==> src/rtl/hb_decim_mc.sv <==
// hb_decim_mc: multichannel halfband decimate-by-2 filter.
// Each channel keeps its own delay line and decimation phase. One shared
// pre-add MAC walks the symmetric tap pairs and then the centre tap. The
// result is rounded half-up and saturated. Bypass echoes accepted samples
// without decimating, but still advances the delay lines and phases.
module hb_decim_mc #(
    parameter int DATA_W = 16,
    parameter int COEF_W = 18,
    parameter int NTAPS  = 7,
    parameter int NCH    = 2,
    parameter int CH_W   = (NCH > 1) ? $clog2(NCH) : 1,
    parameter logic [NTAPS*COEF_W-1:0] COEFS = {-18'sd2048, 18'sd0, 18'sd18432, 18'sd32768,
                                                18'sd18432, 18'sd0, -18'sd2048}
) (
    input  logic              clk,
    input  logic              reset_n,
    input  logic              bypass,
    input  logic [DATA_W-1:0] x_in,
    input  logic [CH_W-1:0]   x_in_ch,
    input  logic              x_in_valid,
    output logic              x_in_ready,
    output logic [DATA_W-1:0] y_out,
    output logic [CH_W-1:0]   y_out_ch,
    output logic              y_out_valid
);

    localparam int NPAIR = (NTAPS + 1) / 4;
    localparam int PW    = (NPAIR > 1) ? $clog2(NPAIR) : 1;
    localparam int IW    = $clog2(NTAPS);
    localparam int AW    = DATA_W + COEF_W + $clog2(NTAPS) + 1;
    localparam int CTR_I = (NTAPS - 1) / 2;

    // Half an output LSB, and the saturation limits, at accumulator width.
    localparam logic signed [AW-1:0] RND  = {{(AW-COEF_W+2){1'b0}}, 1'b1, {(COEF_W-3){1'b0}}};
    localparam logic signed [AW-1:0] MAXV = {{(AW-DATA_W+1){1'b0}}, {(DATA_W-1){1'b1}}};
    localparam logic signed [AW-1:0] MINV = {{(AW-DATA_W+1){1'b1}}, {(DATA_W-1){1'b0}}};

    typedef enum logic [1:0] {S_IDLE, S_MAC, S_CTR, S_OUT} state_t;

    state_t                              r_state;
    logic                                r_ready;
    logic [PW-1:0]                       r_pair;
    logic [CH_W-1:0]                     r_ch;
    logic signed [AW-1:0]                r_acc;
    logic [DATA_W-1:0]                   r_y;
    logic [CH_W-1:0]                     r_ych;
    logic                                r_yvld;
    logic [NCH-1:0]                      r_phase;
    logic [NCH-1:0][NTAPS-1:0][DATA_W-1:0] r_dl;   // [ch][0] newest .. [ch][NTAPS-1] oldest

    logic                   w_acc, w_legal, w_start;
    logic [CH_W-1:0]        w_wch;
    logic [IW-1:0]          w_ia, w_ib;
    logic [DATA_W-1:0]      w_da, w_db, w_dc;
    logic signed [DATA_W:0] w_pre;
    logic signed [AW-1:0]   w_opnd, w_coefx, w_prod, w_rnd, w_shf;
    logic [COEF_W-1:0]      w_coef;
    logic [DATA_W-1:0]      w_sat;
    logic [COEF_W-1:0]      w_h [NTAPS];

    // Unpack the tap vector; h[0] sits in the most significant slot.
    for (genvar k = 0; k < NTAPS; k++) begin : g_coef
        assign w_h[k] = COEFS[(NTAPS-1-k)*COEF_W +: COEF_W];
    end

    // Out-of-range channels are accepted but must not touch any state.
    assign w_acc   = x_in_valid && r_ready;
    assign w_legal = (int'(x_in_ch) < NCH);
    assign w_wch   = w_legal ? x_in_ch : '0;
    assign w_start = w_acc && w_legal && !bypass && !r_phase[w_wch];

    // Tap pair for the current MAC step plus the centre tap.
    assign w_ia = IW'(2 * int'(r_pair));
    assign w_ib = IW'(NTAPS - 1 - 2 * int'(r_pair));
    assign w_da = r_dl[r_ch][w_ia];
    assign w_db = r_dl[r_ch][w_ib];
    assign w_dc = r_dl[r_ch][IW'(CTR_I)];

    // Symmetric pre-add one bit wider than the data, so it cannot overflow.
    assign w_pre  = {w_da[DATA_W-1], w_da} + {w_db[DATA_W-1], w_db};
    assign w_opnd = (r_state == S_CTR) ? {{(AW-DATA_W){w_dc[DATA_W-1]}}, w_dc}
                                       : {{(AW-DATA_W-1){w_pre[DATA_W]}}, w_pre};
    assign w_coef  = (r_state == S_CTR) ? w_h[IW'(CTR_I)] : w_h[w_ia];
    assign w_coefx = {{(AW-COEF_W){w_coef[COEF_W-1]}}, w_coef};
    assign w_prod  = w_opnd * w_coefx;

    // Round half-up, drop the Q1 fraction, clamp to the output range.
    assign w_rnd = r_acc + RND;
    assign w_shf = w_rnd >>> (COEF_W - 2);
    assign w_sat = (w_shf > MAXV) ? MAXV[DATA_W-1:0] :
                   (w_shf < MINV) ? MINV[DATA_W-1:0] : w_shf[DATA_W-1:0];

    // Control FSM, delay lines, phases, accumulator and registered outputs.
    always_ff @(posedge clk or negedge reset_n) begin
        if (!reset_n) begin
            r_state <= S_IDLE;
            r_ready <= 1'b0;
            r_pair  <= '0;
            r_ch    <= '0;
            r_acc   <= '0;
            r_y     <= '0;
            r_ych   <= '0;
            r_yvld  <= 1'b0;
            r_phase <= '0;
            r_dl    <= '0;
        end else begin
            r_yvld <= 1'b0;
            case (r_state)
                S_IDLE: begin
                    r_ready <= !w_start;
                    if (w_acc && w_legal) begin
                        r_dl[w_wch]    <= {r_dl[w_wch][NTAPS-2:0], x_in};
                        r_phase[w_wch] <= ~r_phase[w_wch];
                        if (bypass) begin
                            r_y    <= x_in;
                            r_ych  <= x_in_ch;
                            r_yvld <= 1'b1;
                        end
                    end
                    if (w_start) begin
                        r_state <= S_MAC;
                        r_ch    <= w_wch;
                        r_pair  <= '0;
                        r_acc   <= '0;
                    end
                end
                S_MAC: begin
                    r_acc <= r_acc + w_prod;
                    if (r_pair == PW'(NPAIR - 1)) r_state <= S_CTR;
                    else                          r_pair  <= r_pair + PW'(1);
                end
                S_CTR: begin
                    r_acc   <= r_acc + w_prod;
                    r_state <= S_OUT;
                end
                S_OUT: begin
                    r_y     <= w_sat;
                    r_ych   <= r_ch;
                    r_yvld  <= 1'b1;
                    r_ready <= 1'b1;
                    r_state <= S_IDLE;
                end
                default: r_state <= S_IDLE;
            endcase
        end
    end

    assign x_in_ready  = r_ready;
    assign y_out       = r_y;
    assign y_out_ch    = r_ych;
    assign y_out_valid = r_yvld;

endmodule
==> config.mk <==
export PLATFORM = sky130hd
export DESIGN_NAME = hb_decim_mc
export DESIGN_NICKNAME = d
export VERILOG_FILES = /design/src/rtl/hb_decim_mc.sv
export SDC_FILE = /design/constraint.sdc
export NUM_CORES = 1
export LEC_CHECK = 0
export CAP_MARGIN = 10
export CORE_MARGIN = 1
export CORE_UTILIZATION = 35
export DETAILED_ROUTE_END_ITERATION = 12
export PLACE_DENSITY = 0.57
export SETUP_SLACK_MARGIN = 0.02
export SLEW_MARGIN = 5
export SYNTH_ARGS = -nofsm -noshare
export SYNTH_HDL_FRONTEND = slang
export SYNTH_SLANG_ARGS = --single-unit
==> constraint.sdc <==
create_clock -name clk -period 11.08 [get_ports clk]
set_input_delay 2.216 -clock clk [delete_from_list [all_inputs] [get_ports clk]]
set_output_delay 2.216 -clock clk [all_outputs]
set_load 0.005 [all_outputs]
Word level (Yosys, flattened, before mapping)
Memories as Yosys holds them, arrays and structs flattened.
Cells that the tools add are included.

storage, ports and cells
  register bits = 287
  bits in read-only memories = 144
  output and inout port bits = 19
  word-level logic and storage cells = 105
  memories = 1

memory list
  memory           words  width  read ports  clocked after Yosys merged registers in  wr ports  RTL line  text
  (no name shown)  8      18     1           0                                        0         83        assign w_coef = (r_state == S_CTR) ? w_h[IW'(CTR_I)] : w_h[w_ia];

operators by class
  add/sub/neg operators = 5
  $mul = 1
  magnitude comparators = 8
  eq/ne operators = 7
  mux-type cells = 40
  bitwise gates (word level) = 2
  reductions and logical operators = 18

operators with widths
  cell                    count
  $mux 112                3
  $bwmux 224              1
  $mux 96                 2
  $demux 112 s1           1
  $mux 16                 7
  $mux 38                 2
  $pmux 38 s2             1
  $mux 18                 3
  $bmux 16 s3             1
  $add 38x17->38 const B  1
  $add 38x38->38          1
  $mul 38x18->38          1
  $pmux 16 s2             1
  $gt 22x16->1 const B    1
  $lt 22x16->1 const B    1
  $add 16x16->17          1
  $reduce_and 2->1        5
  $mux 1                  9
  $ne 2x2->1 const B      4
  $pmux 1 s2              4
  $pmux 2 s4              1
  $reduce_bool 2->1       3
  $eq 2x2->1 const B      2
  $ge 4x4->1 const B      1
  17 further kinds        24

Depth between registers and ports, before layout
  depth after elaboration = 9
  gate-level depth with buffers = 32

Least setup slack after synthesis
No wires, ideal clock.

  kind = reg-to-reg
  start = register r_ch
  end = register r_acc[37]
  library setup time = 0.132 ns
  arrival = 8.611 ns
  required time = 10.948 ns
  path slack = 2.337 ns
  cell stages (with the launch flop) = 31
  period minus slack after synthesis = 8.743 ns
  path through = dfrtp_1 clkbuf_1 clkbuf_1 mux4_2 fa_1 a211oi_1 o21bai_1 a2111oi_0 a21oi_1 a21oi_1 nor2b_1 o31ai_1 nor2_1 fa_1 fa_1 fa_1 fa_1 inv_1 fa_1 inv_1 ha_1 ha_1 ha_1 a211oi_1 nor3_1 nor4b_1 a31oi_1 a211oi_1 o31ai_1 a41oi_1 o41ai_1

between the ends
  longest elaborated chain between the ends = 9
  elaborated cells on any way between the ends = 11

RTL lines
  element                                          RTL line  text
  from (decl)                                      43        logic [CH_W-1:0] r_ch;
  from (signal assigned)                           122       r_ch <= w_wch;
  $mux 112 (not written as such) (*) (2 in a row)  77        assign w_dc = r_dl[r_ch][IW'(CTR_I)];
  $bmux 16 s3 / $mux 16 (equally long branches)    76, 75
  $mux 16 (on tied branches)                       76, 75
  $add 16x16->17                                   80        assign w_pre = {w_da[DATA_W-1], w_da} + {w_db[DATA_W-1], w_db};
  $mux 38 (*)                                      81        assign w_opnd = (r_state == S_CTR) ? {{(AW-DATA_W){w_dc[DATA_W-1]}}, w_dc}
  $mul 38x18->38 (*)                               85        assign w_prod = w_opnd * w_coefx;
  $add 38x38->38 (*)                               128, 133
  $pmux 38 s2 (*)                                  108       case (r_state)
  to (signal assigned)                             128       r_acc <= r_acc + w_prod;
  to (signal assigned)                             133       r_acc <= r_acc + w_prod;
  to (decl)                                        44        logic signed [AW-1:0] r_acc;

Every way passes the cells marked *; elsewhere a longest branch is shown, timed or not. The select of a mux whose other input is x is not followed.
A chain may end at the register's enable or synchronous reset.

Final worst setup path
Same ends and word-level chain as after synthesis.

==> impl_table.tex <==
\begin{tabular}{lr}
\hline
Metric & Value \\
\hline
\multicolumn{2}{l}{\textbf{Clock tree}} \\
CTS tree & yes \\
\# Post-CTS Setup Buffers & 0 \\
H-tree Lvls & 1 \\
CTS root buffer & clkbuf\_16 \\
Clock Pin Slew Worst Setup and Hold Paths & approximately 70 ps \\
Worst-skew pair later-pin latency & around 570 ps \\
TritonCTS sink count & 276 \\
Number of buffers between clock root and the deepest sink & 3 \\
Clock buffers created by TritonCTS & 30 \\
\# resized after CTS & 0 \\
Count of hold-fix buffers inserted at cts & 0 \\
\multicolumn{2}{l}{\textbf{Global routing}} \\
Most congested layer reported by global routing & met2 \\
GR met2 Demand/Resource & 26.4\% \\
Number of antenna violations at the first check in global routing & 0 \\
Total routing resource utilization after global routing & $\sim$16\% \\
First-pass GRT wire length & $\sim$68 mm \\
Aggregate global routing overflow & 0 \\
Vias in the first global route & between 10k and 15k \\
Met1 Usage GRT & between 20\% and 30\% \\
Maximum number of pins on one net before global-route repair & 95 \\
Global routing met3 resource utilization & $\sim$2.3\% \\
\multicolumn{2}{l}{\textbf{Routing}} \\
Number of DRC markers in iteration 0 & 733 \\
Vias post-DR & 11.4k \\
Number of design rule violations left after detail routing & 0 \\
Ratio of routed vias to standard cells & approximately 5 \\
Final ANT Viol Nets & 0 \\
Routed wire length & 40.1 mm \\
Avg WL per Cell & 17.9 microns \\
Number of detailed-route iterations in the first pass & 4 \\
\multicolumn{2}{l}{\textbf{STA}} \\
Final critical path time including I/O delays and setup & between 9000 and 10000 ps \\
Sum Neg Setup Slack & 0 ps \\
Maximum frequency from static timing analysis & 0.102 GHz \\
Worst-case clock skew & 28.0 ps \\
Number of hold violations in the final report & 0 \\
Rel. slew slack & a little under a third \\
Final worst hold slack & approximately 470 ps \\
Final Slew Violations & 0 \\
Final Setup Violations & 0 \\
Measured slew at the worst slew-check pin & 1040 ps \\
Worst setup margin & 1320 ps \\
Fraction of the cycle the final worst path needs & around 90\% \\
Unrepaired setup endpoints after global routing & false \\
\multicolumn{2}{l}{\textbf{Setup path}} \\
Critical path endpoint category & register \\
CP arrival & 10190 ps \\
Slowest stage cell on the critical path & dfrtp\_4 \\
Worst path max stage delay & 770 ps \\
Worst Reg-to-Reg Cells & 29 \\
Cell depth of the worst setup path & 29 \\
Type of the worst setup path & reg2reg \\
Required time worst endpoint & 11510 ps \\
Critical Path Start & r\_ch \\
Kind of cell with the highest combined delay on the critical path & adder cells \\
Most common cell on crit path & fa\_1 \\
Critical path launch point type & register \\
Startpoint of the worst register-to-register path & r\_ch \\
Buffering stage count on the worst path with inverters included & 2 \\
Biggest fanout along the worst timing path & 27 \\
\multicolumn{2}{l}{\textbf{Layout}} \\
Total number of nets in the final design & 1805 \\
Fraction of layout cells with a size suffix above 1 & between 20\% and 30\% \\
Diodes inserted & 0 \\
Share of the core filled with cells in the final layout & between 30\% and 40\% \\
Synth-to-layout area growth & 11.7\% \\
Filler cells & 4807 \\
Footprint of the multi-input gates & just over 10000 sq um \\
Area used by sequential logic in the layout & 6910 sq um \\
\multicolumn{2}{l}{\textbf{Placed design}} \\
DP Worst Slack & roughly 1500 ps \\
Number of input and output port buffers inserted & 39 \\
Final weighted congestion of routability-driven global placement & 0.844 \\
Final HPWL DP & 29.6 mm \\
\multicolumn{2}{l}{\textbf{Hold path}} \\
HP Class & reg2reg \\
Startpoint of the most critical hold path & r\_phase[0] \\
Hold depth & 1 \\
\multicolumn{2}{l}{\textbf{Synthesis}} \\
Most used standard cell by instance count after synthesis & dfrtp\_1 \\
Asr flop ratio synth & 100\% \\
Synthesized netlist cell count & $\sim$1.5k \\
Number of synthesized register bits & 276 \\
Largest cells by area after synthesis & dfrtp\_1 (38\%), mux2\_2 (15\%), fa\_1 (12\%) \\
Count of distinct cell types in the synthesized netlist & between 60 and 70 \\
Post-synth top cells & dfrtp\_1 (276), mux2\_2 (241), inv\_1 (167) \\
Number of flops mapped to enable cells by yosys & 0 \\
Area fraction of the dominant cell type after synthesis & between 30\% and 40\% \\
Share of the yosys chip area belonging to registers & 38.2\% \\
Net count of the mapped netlist & 1778 \\
Cell type with the highest aggregate area in the netlist & dfrtp\_1 \\
Total standard cell area after synthesis & 18100 sq um \\
Synthesis Warnings & 0 \\
Most used flip-flop cell after synthesis & dfrtp\_1 \\
Mean Syn Cell Area & $\sim$12 sq um \\
\multicolumn{2}{l}{\textbf{Floorplanning}} \\
Die extent in x & roughly 230 microns \\
Core region area & a little over 50000 sq um \\
Top-level I/O count & 40 \\
Die H & about 230 microns \\
Initial core utilization & 35.8\% \\
Die area & 52600 sq um \\
Number of placement rows & just over 80 \\
\multicolumn{2}{l}{\textbf{Outcome}} \\
Run status & completed \\
\multicolumn{2}{l}{\textbf{Flow run}} \\
\# Max-Cap Violations & 0 \\
\hline
\end{tabular}
==> final cells by class <==
cell class	instances	share of cell area, %
Clock buffer	46	4.36
Clock inverter	8	0.402
Inverter	167	3.10
Multi-Input combinational cell	1015	51.2
Sequential cell	276	34.2
Tap cell	672	4.16
Timing Repair Buffer	55	2.55
==> worst reg2reg max path, delay by kind of cell (launching register included) <==
family	cells	cell delay, ps
adder cells (fa/ha/maj)	10	4260
buffers and inverters	2	90
flip-flops	1	770
multiplexers	1	610
AO/OA/AOI/OAI	12	3160
AND/OR/NAND/NOR	4	730
==> sequential cells by signal (all words and copies together) (netlist names) <==
register,count
r_pair,1
x_in_ready,1
r_state,2
r_dl,224
y_out_valid,1
y_out,16
y_out_ch,1
r_phase,2
r_acc,27
r_ch,1
==> stage by stage <==
step	instance area, sq um	instances
3_5_place_dp	19200	2185
4_1_cts	20200	2239
2_1_floorplan	18100	1518
6_report	20200	2239
5_1_grt	20200	2239
3_3_place_gp	19200	2185
==> layer usage <==
| layer | wire length (microns) | vias to the layer above | share of wire (%) |
|---|---|---|---|
| li1 | - | 5284 | - |
| met1 | 18800 | 5852 | 47 |
| met2 | 18900 | 189 | 47 |
| met3 | 1650 | 43 | 4.1 |
| met4 | 818 | 0 | 2.0 |
| met5 | 0 | - | 0 |
==> logic make-up after synthesis <==
group / count (synthesis) / share of synthesized area [%]
xor+xnor: 52 / 2.56
buf+inv: 227 / 4.85
flops: 276 / 38.2
simple gates: 273 / 7.18
fa+ha+maj: 239 / 21.1
compound gates: 172 / 6.85
mux: 279 / 19.3
==> final timing paths <==
kind	end	slack (ps)
worst max-delay path	r_acc[37]	1320
worst min-delay path	r_phase[0]	470
worst max register to register	r_acc[37]	1320
worst min register to register	r_phase[0]	470
max in group asynchronous	r_ch	7790
min in group asynchronous	r_acc[14]	1640
==> cells in the final DEF (no fill, tap or decap), types with 11 or more instances in the layout <==
cell,synthesis,final
inv_1,167,167
o21ai_0,35,35
mux4_2,32,32
clkbuf_16,0,30
dfrtp_1,276,274
a21oi_1,44,43
nand2_1,83,82
fa_1,110,110
nand3_1,20,20
nor2b_1,11,11
a221oi_2,11,11
nand2b_1,14,13
a21o_1,15,15
xnor2_1,39,39
buf_4,1,16
mux2_2,241,241
ha_1,129,129
clkdlybuf4s50_1,0,38
xor2_1,12,12
nor2_1,83,83
Power is not shown: default switching activity piles up to over one toggle a cycle in this logic, so the estimate is an artifact.
==> edit, RTL diff (config.mk and constraints unchanged) <==
`DATA_W`: 16 -> 20.
--- a/src/rtl/hb_decim_mc.sv
+++ b/src/rtl/hb_decim_mc.sv
@@ -4,7 +4,7 @@
 // result is rounded half-up and saturated. Bypass echoes accepted samples
 // without decimating, but still advances the delay lines and phases.
 module hb_decim_mc #(
-    parameter int DATA_W = 16,
+    parameter int DATA_W = 20,
     parameter int COEF_W = 18,
     parameter int NTAPS  = 7,
     parameter int NCH    = 2,
Interface: changed (resized x_in and y_out); port bits go from 40 to 48. The function was not compared with the original's and may differ.
==> edit against the unedited design <==
Worst setup slack better by 14 ps; sequential cell count up 64; critical path type unchanged; sequential share of layout area down 0.49 points; cell area up 25%; fmax up 0.14%; area after synthesis up 24%; wire length up 33%; count of clock-buffer cells in the layout up 7; utilization down 0.065 points.
Power is not shown: default switching activity piles up to over one toggle a cycle in this logic, so the estimate is an artifact.
==> edit: results (changes against the unedited design) <==
vias_per_cell: 5.22  # +2.9%
synthTopCellsByCount: "340 x dfrtp_1, 239 x mux2_2, 214 x inv_1"
cts_resized: 0  # unchanged
crit_family: "adder cells"
largest_reg_flops: 280  # +25%
synth.most_common_cell: "dfrtp_1"
async_reset_ff_frac: 1.00  # unchanged
synth_ff_type: "dfrtp_1"
antennaDiodeCount: 0  # unchanged
place.port_buffers: 47  # +21%
post_cts_buffers: 0  # unchanged
critical_path_peak_fanout: 36  # +33%
status: "finished clean"
wl_per_cell_um: 18.8  # +4.9%
cp.arrival_ps: 10220  # +30 ps
first_iter_violations: 931  # +27%
syn_nets: 2262  # +27%
grt_pass1_wl_um: 87200  # +29%
hp-class: "reg -> reg"
max_slew.worst_pin.slew_ps: 1110  # +70.8 ps
yosys-mux-area-fraction: 0.182  # -0.0106
synth-xor-area-share: 0.0206  # -0.00494
crit_slowest_cell: "dfrtp_4"
synthAdderAreaFrac: 0.202  # -0.00870
gp_congestion: 0.863  # +2.2%
fillers: 6122  # +27%
ys_types: 83  # +20%
cts_max_path_buffers: 3  # unchanged
cpPeakStageDelay_ps: 900  # +130 ps
largest-register: "r_dl"
place_hpwl_um: 39300  # +33%
drive_gt1_frac: 0.197  # -0.0435
grt.total_usage: 0.168  # +0.00794
path_clk_slew_ps: 60
synth-seq-area-share: 0.378  # -0.00333
antenna_found_initial: 4  # +4
fin_skew_ps: 34.4  # +6.34 ps
reg2regPathDepth: 28  # -3.4%
setup_viol: 0  # unchanged
cts_htree_levels: 2  # +1
first_pass_iters: 5  # +1
preCtsSetupSlack_ps: 1320  # -145 ps
yosys_warnings: 0  # unchanged
synth_compound_area_frac: 0.0842  # +0.0157
grt_pass1_vias: 15600  # +26%
synth.top_cells.by_area: "dfrtp_1 38%, mux2_2 12%, fa_1 12%"
clock_latency_ps: 590  # +20 ps
cts_buffers: 40  # +33%
min_path_cells: 1  # unchanged
cts-root-buf: "clkbuf_16"
grt_max_degree: 165  # +74%
-- edit: stage by stage --
stage / hold slack (ps) / instances / area (um2)
2_1_floorplan: 445 / 1954 / 22500
3_3_place_gp: 458 / 2777 / 23800
3_5_place_dp: 466 / 2777 / 23800
4_1_cts: 478 / 2850 / 25300
5_1_grt: 505 / 2850 / 25300
6_report: 476 / 2850 / 25300
-- edit: layer usage --
| metal | global-route usage | vias up | wire length (um) |
|---|---|---|---|
| met5 | 0 | - | 13 |
| met1 | 0.238 | 7619 | 24800 |
| met4 | 0.0449 | 2 | 1210 |
| met2 | 0.267 | 328 | 25000 |
| met3 | 0.0268 | 82 | 2550 |
| li1 | - | 6852 | - |
-- edit: worst register-to-register path, delay by kind of cell (launching register included) --
kind                     cells  cell delay [ps]
adder cells (fa/ha/maj)     10             4030
AO/OA/AOI/OAI               11             3130
flip-flops                   1              900
AND/OR/NAND/NOR              3              840
multiplexers                 1              600
buffers and inverters        3              160
-- edit: kinds of logic (layout without fill, tap and decap cells) --
group / Yosys count / in the layout
simple gates: 358 / 358
flops: 340 / 340
mux: 330 / 330
buf+inv: 302 / 352
compound gates: 288 / 288
fa+ha+maj: 283 / 283
xor+xnor: 53 / 53
-- edit: final timing paths --
check,start,to,slack [ps]
max in group asynchronous,reset_n,r_dl[108]$_DFFE_PN0P_,7670
min reg2reg,r_phase[0]$_DFFE_PN0P_,r_phase[0]$_DFFE_PN0P_,480
max reg2reg,r_ch$_DFFE_PN0P_,r_acc[37]$_DFFE_PN0P_,1340
min,r_phase[0]$_DFFE_PN0P_,r_phase[0]$_DFFE_PN0P_,480
max,r_ch$_DFFE_PN0P_,r_acc[37]$_DFFE_PN0P_,1340
min in group asynchronous,reset_n,r_dl[104]$_DFFE_PN0P_,1750
-- edit: layout make-up --
cell class                 instances  share of cell area
sequential                       340               0.337
clock inverter                    20              0.0116
clock buffer                      53              0.0447
tap                              846              0.0419
inverter                         214              0.0318
timing repair buffer              65              0.0245
multi-input combinational       1312               0.508
